## src/rtl/int_ctrl.sv

```systemverilog
// int_ctrl: four-source priority interrupt controller with mask, W1C pending,
// in-service tracking and a registered CPU request/vector interface.
module int_ctrl #(
  parameter int         NSRC     = 4,
  parameter logic [7:0] VEC_BASE = 8'h20
) (
  input  logic            CLK_WB,
  input  logic            RST_N,
  input  logic [NSRC-1:0] IRQ_IN,
  input  logic            CFG_WE,
  input  logic [1:0]      CFG_ADDR,
  input  logic [7:0]      CFG_WDATA,
  output logic [7:0]      CFG_RDATA,
  output logic            INT_REQ,
  output logic [7:0]      INT_VEC,
  input  logic            INT_ACK,
  input  logic            EOI
);

  localparam int WW = $clog2(NSRC);

  typedef enum logic [1:0] {
    IDLE,
    REQ,
    SERVICE
  } state_t;

  state_t          state_q, state_d;
  logic [NSRC-1:0] mask_q, pend_q, pend_d;
  logic [NSRC-1:0] insv_q, insv_d;
  logic [NSRC-1:0] elig, w1c, ack_clr;
  logic            gen_q;
  logic [WW-1:0]   win_q, win_d, low_idx;
  logic            any_elig, win_ok;
  logic            ack_hit, eoi_hit, req_d;
  logic            wr_mask, wr_pend, wr_ctrl;
  logic [7:0]      rd_d, vec_d;
  logic            unused_wdata;

  assign unused_wdata = ^CFG_WDATA[7:NSRC];

  assign wr_mask = CFG_WE && (CFG_ADDR == 2'd0);
  assign wr_pend = CFG_WE && (CFG_ADDR == 2'd1);
  assign wr_ctrl = CFG_WE && (CFG_ADDR == 2'd3);

  assign elig     = mask_q & pend_q & {NSRC{gen_q}};
  assign any_elig = |elig;
  assign win_ok   = elig[win_q];

  // Lowest eligible index wins.
  always_comb begin
    low_idx = '0;
    for (int i = NSRC - 1; i >= 0; i--) begin
      if (elig[i]) low_idx = WW'(i);
    end
  end

  always_comb begin
    state_d = state_q;
    win_d   = win_q;
    req_d   = 1'b0;
    ack_hit = 1'b0;
    eoi_hit = 1'b0;
    unique case (state_q)
      IDLE: begin
        if (any_elig) begin
          state_d = REQ;
          win_d   = low_idx;
        end
      end
      REQ: begin
        if (INT_ACK) begin
          ack_hit = 1'b1;
          state_d = SERVICE;
        end else if (!win_ok) begin
          state_d = IDLE;
        end else begin
          req_d = 1'b1;
        end
      end
      SERVICE: begin
        if (EOI) begin
          eoi_hit = 1'b1;
          state_d = IDLE;
        end
      end
      default: state_d = IDLE;
    endcase
  end

  // A new event in the same cycle beats both W1C and ACK clears.
  assign w1c     = wr_pend ? CFG_WDATA[NSRC-1:0] : '0;
  assign ack_clr = ack_hit ? (NSRC'(1) << win_q) : '0;
  assign pend_d  = (pend_q & ~(w1c | ack_clr)) | IRQ_IN;

  always_comb begin
    insv_d = insv_q;
    if (eoi_hit) insv_d = '0;
    else if (ack_hit) insv_d = ack_clr;
  end

  assign vec_d = (state_d == IDLE) ? 8'h00
               : VEC_BASE + 8'(win_d);

  always_comb begin
    rd_d = 8'h00;
    unique case (CFG_ADDR)
      2'd0: rd_d = 8'(mask_q);
      2'd1: rd_d = 8'(pend_q);
      2'd2: rd_d = 8'(insv_q);
      2'd3: rd_d = {7'b0, gen_q};
      default: rd_d = 8'h00;
    endcase
  end

  always_ff @(posedge CLK_WB or negedge RST_N) begin
    if (!RST_N) begin
      state_q   <= IDLE;
      win_q     <= '0;
      mask_q    <= '0;
      gen_q     <= 1'b0;
      pend_q    <= '0;
      insv_q    <= '0;
      INT_REQ   <= 1'b0;
      INT_VEC   <= 8'h00;
      CFG_RDATA <= 8'h00;
    end else begin
      state_q   <= state_d;
      win_q     <= win_d;
      pend_q    <= pend_d;
      insv_q    <= insv_d;
      INT_REQ   <= req_d;
      INT_VEC   <= vec_d;
      CFG_RDATA <= rd_d;
      if (wr_mask) mask_q <= CFG_WDATA[NSRC-1:0];
      if (wr_ctrl) gen_q <= CFG_WDATA[0];
    end
  end

endmodule

```

## config.mk

```make
export PLATFORM = sky130hd
export DESIGN_NAME = int_ctrl
export DESIGN_NICKNAME = d
export VERILOG_FILES = /design/src/rtl/int_ctrl.sv
export SDC_FILE = /design/constraint.sdc
export NUM_CORES = 1
export LEC_CHECK = 0
export BUFFER_PORTS_ARGS = -buffer_cell sky130_fd_sc_hd__buf_2
export CAP_MARGIN = 10
export CORE_UTILIZATION = 54
export DETAILED_ROUTE_END_ITERATION = 10
export PLACE_DENSITY = 0.95
export SLEW_MARGIN = 20
export SYNTH_ARGS = -nofsm -noshare
export SYNTH_HDL_FRONTEND = slang
export SYNTH_SLANG_ARGS = --single-unit
```

## constraint.sdc

```tcl
create_clock -name CLK_WB -period 2.1 [get_ports CLK_WB]
set_input_delay 0.21 -clock CLK_WB [delete_from_list [all_inputs] [get_ports CLK_WB]]
set_output_delay 0.21 -clock CLK_WB [all_outputs]
set_load 0.005 [all_outputs]
```

After elaboration in Yosys (flattened, before gate mapping)
Cells that the tools add are included.
{ "totals": {"out_inout_bits": 17, "regBits": 33} }
{ "classes": {"add_sub_neg": 1, "reduce_logical": 8, "mux": 26, "magnitude_cmp": 1, "n_bitwise": 6, "shifts": 1, "n_eq_ne": 5} }
{ "op_table": {"columns": ["operator", "count"], "rows": [
  ["case mux 8 bit (4 select lines)", 1],
  ["2-to-1 mux 2 bit", 10],
  ["2-to-1 mux 4 bit", 4],
  ["AND 4 bit", 3],
  ["2-to-1 mux 1 bit", 8],
  ["bitwise OR 4 bit", 2],
  ["adder 6 x 2 -> 7 bit, first input constant", 1],
  ["2-to-1 mux 7 bit", 1],
  ["== test 2 bit, second input constant", 3],
  ["logical NOT 2 bit", 3],
  ["case mux 2 bit (3 select lines)", 1],
  ["== test 2 x 1 -> 1 bit, second input constant", 2],
  ["NOT 4 bit", 1],
  ["OR reduction 4 bit", 1],
  ["left shift 1 x 2 -> 4 bit, first input constant", 1],
  ["logical AND 1 bit", 3],
  ["< comparator 2 x 3 -> 1 bit, second input constant", 1],
  ["binary-select mux 1 bit (select 2 bit)", 1],
  ["nonzero test 2 bit", 1]
]} }

Depth between registers and ports, before layout
Gate-level depths: netlist of run 1.
{ "logic_depth": {"depth_word": 10, "depth_mapped": 4} }

Worst setup path after synthesis of run 1
OpenSTA, ideal clock, no wires.
{ "synth_path": {"kind": "register -> register", "from": "register state_q[1]", "to": "register INT_VEC[1]", "t_arrival_ns": 1.229, "period_less_slack_ns": 1.316, "path_buffers": 0, "setup_slack_ns": 0.784, "path_stages_with_launch": 5, "path_cell_list": "dfrtp_1 > or3b_4 > a41oi_2 > a221oi_2 > a211oi_2"} }
{ "synth_between": {"elab_chain_len": 5, "elab_cells_between_ends": 12, "classes_between": "add/sub (1); eq/ne (2); mux (7); reduce/logical (2)"} }
{ "synth_rtl": {"columns": ["item", "line_no", "rtl"], "rows": [
  ["start, declared", "28", "state_t state_q, state_d;"],
  ["start signal, assigned", "128", "state_q <= state_d;"],
  ["parallel branches: the longest is 4 deep, another holds adder 6 x 2 -> 7 bit", null, null],
  ["2-to-1 mux 7 bit *", "102", "assign vec_d = (state_d == IDLE) ? 8'h00"],
  ["named net vec_d[1]", "37", "logic [7:0] rd_d, vec_d;"],
  ["end signal, assigned", "133", "INT_VEC <= vec_d;"],
  ["end, declared", "15", "output logic [7:0] INT_VEC,"]
]} }
Mark *: on every way through the listed nets, which the timed path passes.
A chain may end at the register's enable or synchronous reset.

Worst setup path after layout of run 1
Same ends and word-level chain as after synthesis.

==> out/results.txt, run 1 <==
Status: finished, final reports clean
R2r worst-path depth: 4
RSZ-0062 raised after global routing: false
Initial antenna violation count: 0
Quantity of I/O buffers inserted on ports: 22
Worst R2R Start: state_q[1]
Vias in the first global route: 840
PwrDens: 1040 nW/µm²
Initial Utilization: 0.592
Syn avg cell area: 10.7 µm²
Max-slew violation count: 0
Post-synth ARST share: 1.00
Post-Synth Adder-Cell Area: 0
H-tree levels: 1
Vias: 913
Synth Flop Type: dfrtp_1
Worst endpoint required time: 2.33 ns
DRT iter0 DRCs: 31
Critical path capture point type: flip-flop
Post-Synthesis Cell Area: 1200 µm²
Post-synthesis cell count: 112
Setup tns final: 0 ns
IO Count: 36
ANT cells: 0
Worst Tran Pin Value: 0.533 ns
Clock slew at reported path FFs: 0.14 ns
Compound-Gate Fraction of Synth Area: 0.144
Final Critical Period: 1.47 ns
Core Region: 2020 µm²
CTS root buf: clkbuf_4
DRC: 0
Final Hold Viols: 0
Cts repair resizes: 0
Final instance count without filler cells: 164
Post-synthesis register bit count: 25
Total Wirelength: 2.19 mm
First-pass DRT Iterations: 4
CTS Hold Bufs: 1
Slew headroom: 0.645
DRT antenna net count: 0
Crit path max fanout: 6
# Max-Cap Violations: 0
Post-synthesis sequential area ratio: 0.522
CTS Buf Count: 3
Die Footprint: 2410 µm²
Share of cells above drive strength 1: 0.248
VDD IR max: 0.640 mV
Max Freq: 682 MHz
Final setup fails: 0
Largest family of logic cells by synthesized area: simple AND/OR/NAND/NOR gates
DR WL/cell: 13.3 µm
Fin crit share: 0.698
Worst EP arrival: 1.70 ns
Site row count: 16
Static leakage: 0.637 nW
Final Wtd Congestion: 0.827
Clk Latency, worst-skew pair: 0.32 ns
Cells after DPL: 159
Reg2reg setup slack: 0.63 ns
XOR/XNOR Fraction of Synth Area: 0
Clock tree buffer depth: 2
Hpwl dp: 1.75 mm
R2R Path End: INT_VEC[1]
Die H: 49.1 µm
Overall routing resource usage: 0.207
Synth unique cells: 30
First-pass GRT wire length: 3.72 mm
Clock Sinks: 25
Final net count: 157
Post-synthesis mux area share: 0.0909
Critical Path Source Type: flip-flop
Overflow after GRT: 0
Hold Path End: pend_q[3]
Hold path start: IRQ_IN[3]
Largest net degree at the start of global routing: 26
Clk_skew: 0.00898 ns
WS Path Type: flip-flop to flip-flop
Area added between synthesis and finish: 11.6%
Yosys warns: 0
DP Worst Slack: 0.703 ns
Hold path depth: 2
Via-to-Cell Ratio: 5.57
Simple-gate share of the synthesized area: 0.169
Die Wd: 49.1 µm
TritonCTS clock tree: yes
Worst Hold Slack: 0.0795 ns
Worst Hold Class: primary input to flip-flop
Setup Fix Bufs, Post-CTS: 0
Fin worst setup slack: 0.634 ns
EDFF count, synth: 0
-- cells by family (layout without fill, tap and decap cells) --
| family | count (synthesis) | in the layout |
|---|---|---|
| buffers and inverters | 13 | 30 |
| AOI/OAI and AO/OA | 23 | 23 |
| DFF | 25 | 25 |
| muxes | 9 | 9 |
| other | 1 | 9 |
| and+or+nand+nor | 41 | 41 |
-- worst max path at each step --
stage,slack (ns),from,to
after floorplan,0.78,state_q[1],INT_VEC[1]
after global placement,0.74,state_q[1],INT_VEC[1]
after CTS,0.66,state_q[1],INT_VEC[1]
after detailed placement,0.70,state_q[1],INT_VEC[1]
final,0.63,state_q[1],INT_VEC[1]
after global routing,0.57,state_q[1],INT_VEC[1]
-- flip-flops by register name, summed over array words and instances, names as in the netlist --
register and cells:
CFG_RDATA 4, insv_q 4, mask_q 4, pend_q 4
INT_VEC 3, state_q 2, win_q 2, INT_REQ 1
gen_q 1
-- power by group --
part	internal [W]	total, W	switching (W)
combinational	0.000206	0.000454	0.000248
clock	0.0000712	0.000212	0.000141
sequential	0.000613	0.000728	0.000115
total	0.000890	0.00139	0.000504
-- cells in the final DEF (no fill, tap or decap), drive strengths merged, types with 4 or more instances in the layout --
| cell | count |
|---|---|
| dfrtp | 25 |
| buf | 22 |
| nand2 | 19 |
| nor2 | 9 |
| conb | 9 |
| a21oi | 8 |
| nand3 | 5 |
| mux2 | 5 |
| o21ai | 5 |
| a31o | 4 |
-- per-layer routing --
metal	routed length (µm)	track usage
met5	0	0
met4	36	0.103
met3	138	0.0280
met2	1100	0.333
met1	918	0.274
-- Yosys cell counts, drive strengths merged (2+ instances only) --
master  number  area share
a21oi        8       0.037
a31o         4       0.029
and3b        2       0.016
buf         10       0.061
dfrtp       25        0.52
inv          3      0.0094
mux2         5       0.047
mux2i        3       0.025
nand2       19       0.060
nand3        5       0.021
nor2         9       0.028
o21ai        5       0.021
-- layout make-up --
class | count | area (µm²)
clock buffers | 3 | 22.5
flip-flops and latches | 25 | 626
inverters | 3 | 11.3
repair buffers | 23 | 120
multi-input cells | 82 | 518
clock inverters | 1 | 5.00
well taps | 27 | 33.8
fillers | 157 | 686
-- metrics by stage --
step | utilization | cell area [µm²] | power, W
after floorplan | - | 1230 | 0.00105
after global placement | 0.642 | 1300 | 0.00116
after detailed placement | 0.642 | 1300 | 0.00119
after CTS | 0.661 | 1340 | 0.00139
after global routing | 0.661 | 1340 | 0.00150
final | 0.661 | 1340 | 0.00139
-- critical path, cell delays in order, from the launching register on --
cell	delay, ns
dfrtp_1	0.46
or3b_4	0.45
a41oi_2	0.19
a221oi_2	0.08
a211oi_2	0.21
(Power assumes the default switching activity.)
==> run 2, diff against run 1 <==
Settings changed: ABC_AREA set to 1, CORE_UTILIZATION 54 to 50, PLACE_DENSITY 0.95 to 0.9.
Clock period 2.1 ns to 1.5 ns, I/O delays scaled along.
==> run 2 against run 1 <==
Effect of this change: register-to-register slack got worse by 0.38 ns; die area rose by 8.0%; power rose by 39%; via count rose by 7.6%; sequential cell count did not move; largest cell class unchanged; clock skew fell by 0.0021 ns; clock-buffer cell count rose by 1; worst setup slack got worse by 0.38 ns; clock power rose by 41%.
==> out/results.txt, run 2 <==
Status: finished, final reports clean
Syn avg cell area: 8.77 µm² (-18%)
Top-count cell post-synth: nand2_1
Worst EP arrival: 1.47 ns (-0.23 ns)
Clk Latency, worst-skew pair: 0.32 ns (about the same)
Commonest non-fill, non-tap cell in the layout: nand2_1
Final Critical Period: 1.25 ns (-0.220 ns)
Die Footprint: 2600 µm² (+8.0%)
Post-synthesis sequential area ratio: 0.521 (-0.00163)
Switching Fraction: 0.372 (+0.0104)
Hold Path End: pend_q[0]
Yosys top cell by area: dfrtp_1
Max Freq: 802 MHz (+18%)
Clock Sinks: 25 (unchanged)
Post-synth ARST share: 1.00 (unchanged)
Post-Synthesis Cell Area: 1200 µm² (+0.31%)
Overflow after GRT: 0 (unchanged)
Share of cells above drive strength 1: 0.245 (-0.00278)
WS Path Type: flip-flop to flip-flop
DRC: 0 (unchanged)
Final Wtd Congestion: 0.911 (+10%)
Share of the synthesized area in the top cell type: 0.521 (-0.00163)
DRT antenna net count: 0 (unchanged)
CP most frequent cell: nand2_1
Final setup fails: 0 (unchanged)
Synth unique cells: 21 (-30%)
Hold path depth: 2 (unchanged)
PwrDens: 1440 nW/µm² (+38%)
EDFF count, synth: 0 (unchanged)
Crit path max fanout: 6 (unchanged)
Setup tns final: 0 ns (unchanged)
Fin crit share: 0.831 (+0.133)
Site row count: 17 (+1)
Quantity of I/O buffers inserted on ports: 22 (unchanged)
Vias: 982 (+7.6%)
Worst R2R Start: gen_q
Total Wirelength: 2.43 mm (+11%)
Vias in the first global route: 1010 (+20%)
Comb pwr share: 0.340 (+0.014)
ANT cells: 0 (unchanged)
TritonCTS clock tree: yes
Yosys warns: 0 (unchanged)
Hold path start: IRQ_IN[0]
Final Hold Viols: 0 (unchanged)
CP max stage delay: 0.46 ns (about the same)
Internal Power: 0.00122 W (+37%)
Area added between synthesis and finish: 12.0%
Max-slew violation count: 0 (unchanged)
Crit-path cells: nand3_1 -> nand2_1 -> nand2_1 -> nand2_2 -> inv_1 -> nand3_4 -> nand2_1 -> inv_1
# Max-Cap Violations: 0 (unchanged)
Critical path capture point type: flip-flop
Seq pwr share: 0.505 (-0.017)
Post-synthesis cell count: 137 (+22%)
Die H: 51.0 µm (+3.9%)
CTS root buf: clkbuf_4
Worst Hold Class: primary input to flip-flop
Static leakage: 0.730 nW (+14%)
Origin of the worst setup path: gen_q
Clock share of power: 0.155 (+0.003)
Die Wd: 51.0 µm (+3.9%)
Via-to-Cell Ratio: 5.14 (-7.6%)
Clock slew at reported path FFs: 0.13 ns (about the same)
DRT iter0 DRCs: 25 (-19%)
First-pass GRT wire length: 4.37 mm (+18%)
CTS Buf Count: 3 (unchanged)
Clk_skew: 0.00683 ns (-0.00215 ns)
VDD IR max: 0.810 mV (+26%)
Area contributors post-synth: dfrtp_1, nand2_1, buf_4, nand3_1, inv_1
Psw: 0.000720 W (+43%)
Overall routing resource usage: 0.235 (+0.0278)
Reg2reg setup slack: 0.25 ns (-0.38 ns)
Initial antenna violation count: 0 (unchanged)
H-tree levels: 1 (unchanged)
Clock tree buffer depth: 2 (unchanged)
Total Power: 0.00194 W (+39%)
Slew headroom: 0.639 (-0.00576)
FILL cells: 202 (+29%)
Final net count: 183 (+17%)
Core Region: 2230 µm² (+10%)
Post-synthesis register bit count: 25 (unchanged)
Worst Tran Pin Value: 0.541 ns (+0.00864 ns)
DR WL/cell: 12.7 µm (-4.9%)
Critical Path Source Type: flip-flop
Worst endpoint required time: 1.72 ns (-0.61 ns)
IO Count: 36 (unchanged)
Initial Utilization: 0.538 (-0.0544)
RSZ-0062 raised after global routing: false
R2R Path End: INT_VEC[1]
R2r worst-path depth: 8 (+4)
Largest net degree at the start of global routing: 26 (unchanged)
Hpwl dp: 1.85 mm (+6.0%)
Synth Flop Type: dfrtp_1
Most frequent cells in the layout: nand2_1, dfrtp_1, buf_2
Top cells by count, synth: nand2_1, dfrtp_1, inv_1, nand3_1, buf_4
First-pass DRT Iterations: 4 (unchanged)
Critical-path top delay cell: dfrtp_1
run 2: cell types whose count changed in the layout (fill, tap and decap cells not counted), moves of 3 or more:
cell      previous run  this run
nor2_1               9         6
inv_1                3        12
a21oi_1              7         1
inv_2                0         7
nand2_2              0         5
mux2i_1              3         0
nand2_1             19        38
nand3_1              5        11
o311ai_1             0         3
run 2: area by class of cell:
type | count | area, µm² | share of cell area
flip-flops and latches | 25 | 626 | 0.465
well taps | 28 | 35.0 | 0.0260
repair buffers | 23 | 120 | 0.0893
inverters | 20 | 75.1 | 0.0558
multi-input cells | 91 | 463 | 0.344
clock buffers | 4 | 26.3 | 0.0195
run 2: power groups by stage:
stage | clock (W) | combinational [W] | sequential, W
detailed placement | 0 | 0.000657 | 0.000989
floorplan | 0 | 0.000471 | 0.000973
global placement | 0 | 0.000622 | 0.000977
finish | 0.000299 | 0.000659 | 0.000979
CTS | 0.000309 | 0.000662 | 0.000976
global route | 0.000329 | 0.000758 | 0.000999
run 2: cell families (layout without fill, tap and decap cells):
kind of cell	after synthesis	count (layout)	synth area share
buf+inv	29	47	0.119
other cells	1	9	0.00312
compound gates	14	14	0.0802
mux	3	3	0.0281
flops	25	25	0.521
simple gates	65	65	0.249
run 2: through the flow:
| stage | utilization | cells | setup WS, ns | cell area, µm² | hold WS [ns] |
|---|---|---|---|---|---|
| global placement | 0.586 | 186 | 0.305 | 1310 | 0.153 |
| detailed placement | 0.586 | 186 | 0.292 | 1310 | 0.171 |
| CTS | 0.602 | 191 | 0.259 | 1350 | 0.00568 |
| global route | 0.602 | 191 | 0.160 | 1350 | 0.0115 |
| floorplan | - | 145 | 0.418 | 1230 | -0.146 |
| finish | 0.602 | 191 | 0.254 | 1350 | 0.0111 |
run 2: layer usage:
metal	track usage	part of all wire	vias up
met3	0.0417	0.056	7
li1	-	-	474
met2	0.388	0.51	39
met4	0.148	0.028	0
met1	0.281	0.40	462
met5	0	0	-
run 2: how the worst max path moves through the flow:
stage               cells after the start  slack [ns]    endpoint
floorplan                               8        0.42  INT_VEC[0]
global placement                        8        0.31  INT_VEC[0]
detailed placement                      8        0.29  INT_VEC[1]
CTS                                     8        0.26  INT_VEC[1]
global route                            8        0.16  INT_VEC[1]
finish                                  8        0.25  INT_VEC[1]
run 2: repair_timing:
item | 4_1_cts | 5_1_grt
hold buffers | 1 | 0
hold endpoints to repair | 25 | 0
buffers inserted | 0 | 0
gates resized for setup | 0 | 0
run 2: critical path: cells and delay by family (launching register included):
family | cells | cell delay (ns)
AND/OR/NAND/NOR | 6 | 0.55
flip-flops | 1 | 0.46
buffers and inverters | 2 | 0.15
==> run 3, diff against run 2 <==
Settings changed: ABC_AREA 1 to 0, CORE_UTILIZATION 50 to 45, PLACE_DENSITY 0.9 to 0.86.
Clock period 1.5 ns to 1.1 ns, I/O delays scaled along.
==> run 3 against run 2 <==
Effect of this change: the run now ends with negative setup slack left; final area rose by 25%; worst setup slack got worse by 0.54 ns; largest power group is now combinational cells; register-to-register slack got worse by 0.54 ns; worst hold slack improved by 0.00054 ns; global-route usage fell by 0.98 points; largest cell class unchanged; highest routed layer unchanged.
==> out/results.txt, run 3 (synthesis results as in run 1) <==
Hold path start: CFG_WDATA[1]
Final setup fails: 15 (+15)
DRT iter0 DRCs: 23 (-8.0%)
R2R Path End: INT_VEC[1]
Max-slew violation count: 0 (unchanged)
Worst EP arrival: 1.64 ns (+0.17 ns)
CTS Buf Count: 3 (unchanged)
M1 GR Usage: 0.256 (-0.0244)
Fin worst setup slack: -0.285 ns (-0.538 ns)
IO Count: 36 (unchanged)
Post-route cell area: 1680 µm² (+25%)
Commonest non-fill, non-tap cell in the layout: dfrtp_1
Fin crit share: 1.26 (+0.428)
First-pass DRT Iterations: 4 (unchanged)
Worst Hold Class: primary input to flip-flop
Site row count: 18 (+1)
Initial antenna violation count: 0 (unchanged)
Vias in the first global route: 994 (-1.6%)
Critical path capture point type: flip-flop
Worst Hold Slack: 0.0117 ns (+0.000544 ns)
First-pass GRT wire length: 4.37 mm (unchanged)
Share of cells above drive strength 1: 0.470 (+0.225)
Clock tree buffer depth: 2 (unchanged)
Clk_skew: 0.00205 ns (-0.00478 ns)
Worst Tran Pin Value: 0.574 ns (+0.0329 ns)
Vias: 1060 (+7.9%)
M2 GR Usage: 0.402 (+0.0139)
R2r worst-path depth: 4 (-4)
FILL cells: 182 (-9.9%)
Hold path depth: 2 (unchanged)
Max Freq: 722 MHz (-10%)
Critical Path Source Type: flip-flop
Static leakage: 0.796 nW (+9.2%)
Area of the multi-input gates: 599 µm² (+29%)
CTS root buf: clkbuf_4
Final Critical Period: 1.38 ns (+0.138 ns)
Clk Latency, worst-skew pair: 0.32 ns (about the same)
Total Wirelength: 3.07 mm (+26%)
Die Footprint: 2870 µm² (+10%)
Quantity of I/O buffers inserted on ports: 22 (unchanged)
Slew headroom: 0.617 (-0.0219)
Final net count: 188 (+2.7%)
Die Wd: 53.6 µm (+5.0%)
Overall routing resource usage: 0.225 (-0.00976)
Final Wtd Congestion: 0.873 (-4.1%)
GR peak layer: met2
DRC: 0 (unchanged)
Final instance count without filler cells: 198 (+3.7%)
Worst endpoint required time: 1.35 ns (-0.37 ns)
Final core area utilization: 0.671 (+0.0689)
Largest net degree at the start of global routing: 26 (unchanged)
Met3 Use GR: 0.0254 (-0.0162)
RSZ-0062 raised after global routing: true
Final Hold Viols: 0 (unchanged)
Cells after DPL: 187 (+0.54%)
H-tree levels: 1 (unchanged)
DP Worst Slack: -0.259 ns (-0.551 ns)
Worst R2R Start: state_q[0]
Register area: 627 µm² (+0.20%)
Failing checks: negative setup slack
Critical-path top delay cell: or3b_4
WS Path Type: flip-flop to flip-flop
# Max-Cap Violations: 0 (unchanged)
Crit-path cells: or3b_4 -> a41oi_2 -> a221oi_2 -> a211oi_2
PwrDens: 1990 nW/µm² (+38%)
TritonCTS clock tree: yes
ANT cells: 0 (unchanged)
DR WL/cell: 15.5 µm (+22%)
DP Area: 1490 µm² (+14%)
Clock slew at reported path FFs: 0.13 ns (about the same)
Area added between synthesis and finish: 40.1%
VDD IR max: 1.34 mV (+65%)
Via-to-Cell Ratio: 5.35 (+4.1%)
Clock Sinks: 25 (unchanged)
Initial Utilization: 0.479 (-0.0588)
Die H: 53.6 µm (+5.0%)
Most frequent cells in the layout: dfrtp_1, buf_4, buf_2
Overflow after GRT: 0 (unchanged)
Status: finished, violations left
Hpwl dp: 2.19 mm (+18%)
Hold Path End: mask_q[1]
Crit path max fanout: 5 (-1)
CP max stage delay: 0.44 ns (-0.02 ns)
Core Region: 2500 µm² (+12%)
Reg2reg setup slack: -0.28 ns (-0.54 ns)
DRT antenna net count: 0 (unchanged)
[run 3: changes by cell type in the layout (fill, tap and decap cells not counted), sizes merged, moves of 3 or more]
cell	before	now
buf	22	48
dlygate4sd3	1	6
inv	19	3
mux2i	0	3
nand3	12	5
a21oi	1	8
o311ai	3	0
nand2	43	19
[run 3: metal layers]
layer	share of wire	up-vias
met5	0	-
met4	0.017	0
met3	0.047	4
met2	0.54	40
met1	0.39	528
li1	-	488
[run 3: report_power, final]
part	switching [W]	internal, W
sequential	0.000204	0.00118
clock	0.000273	0.000142
combinational	0.000764	0.000773
[run 3: worst max path at each step]
stage | cells after the start | start | slack (ns) | to
after floorplan | 4 | state_q[1] | -0.22 | INT_VEC[1]
after global placement | 4 | state_q[1] | -0.21 | INT_VEC[1]
after detailed placement | 4 | state_q[1] | -0.26 | INT_VEC[1]
after CTS | 4 | state_q[1] | -0.27 | INT_VEC[1]
after global routing | 4 | state_q[0] | -0.33 | INT_VEC[1]
final | 4 | state_q[0] | -0.28 | INT_VEC[1]
[run 3: final cells by class]
class	count	share of cell area
Sequential cell	25	0.374
Multi-Input combinational cell	82	0.357
Timing Repair Buffer	54	0.224
Tap cell	30	0.0224
Clock buffer	4	0.0157
Inverter	3	0.00671
[run 3: critical path: cells and delay by family (launching register included)]
family	cells	cell delay (ns)
AO/OA/AOI/OAI	3	0.45
flip-flops	1	0.43
AND/OR/NAND/NOR	1	0.44
[run 3: timing repair]
item | 4_1_cts | 5_1_grt
hold buffers | 4 | 2
buffers inserted | 1 | 2
gates resized for setup | 11 | 17
hold endpoints to repair | 28 | 2
gates cloned | 0 | 0
pin swaps | 9 | 13
endpoints found under the setup margin | 16 | 17
[run 3: per-stage QoR]
| stage | setup TNS [ns] | total power, W |
|---|---|---|
| after floorplan | -0.794 | 0.00200 |
| after global placement | -1.23 | 0.00254 |
| after detailed placement | -1.69 | 0.00262 |
| after CTS | -2.01 | 0.00313 |
| after global routing | -3.14 | 0.00352 |
| final | -2.42 | 0.00333 |
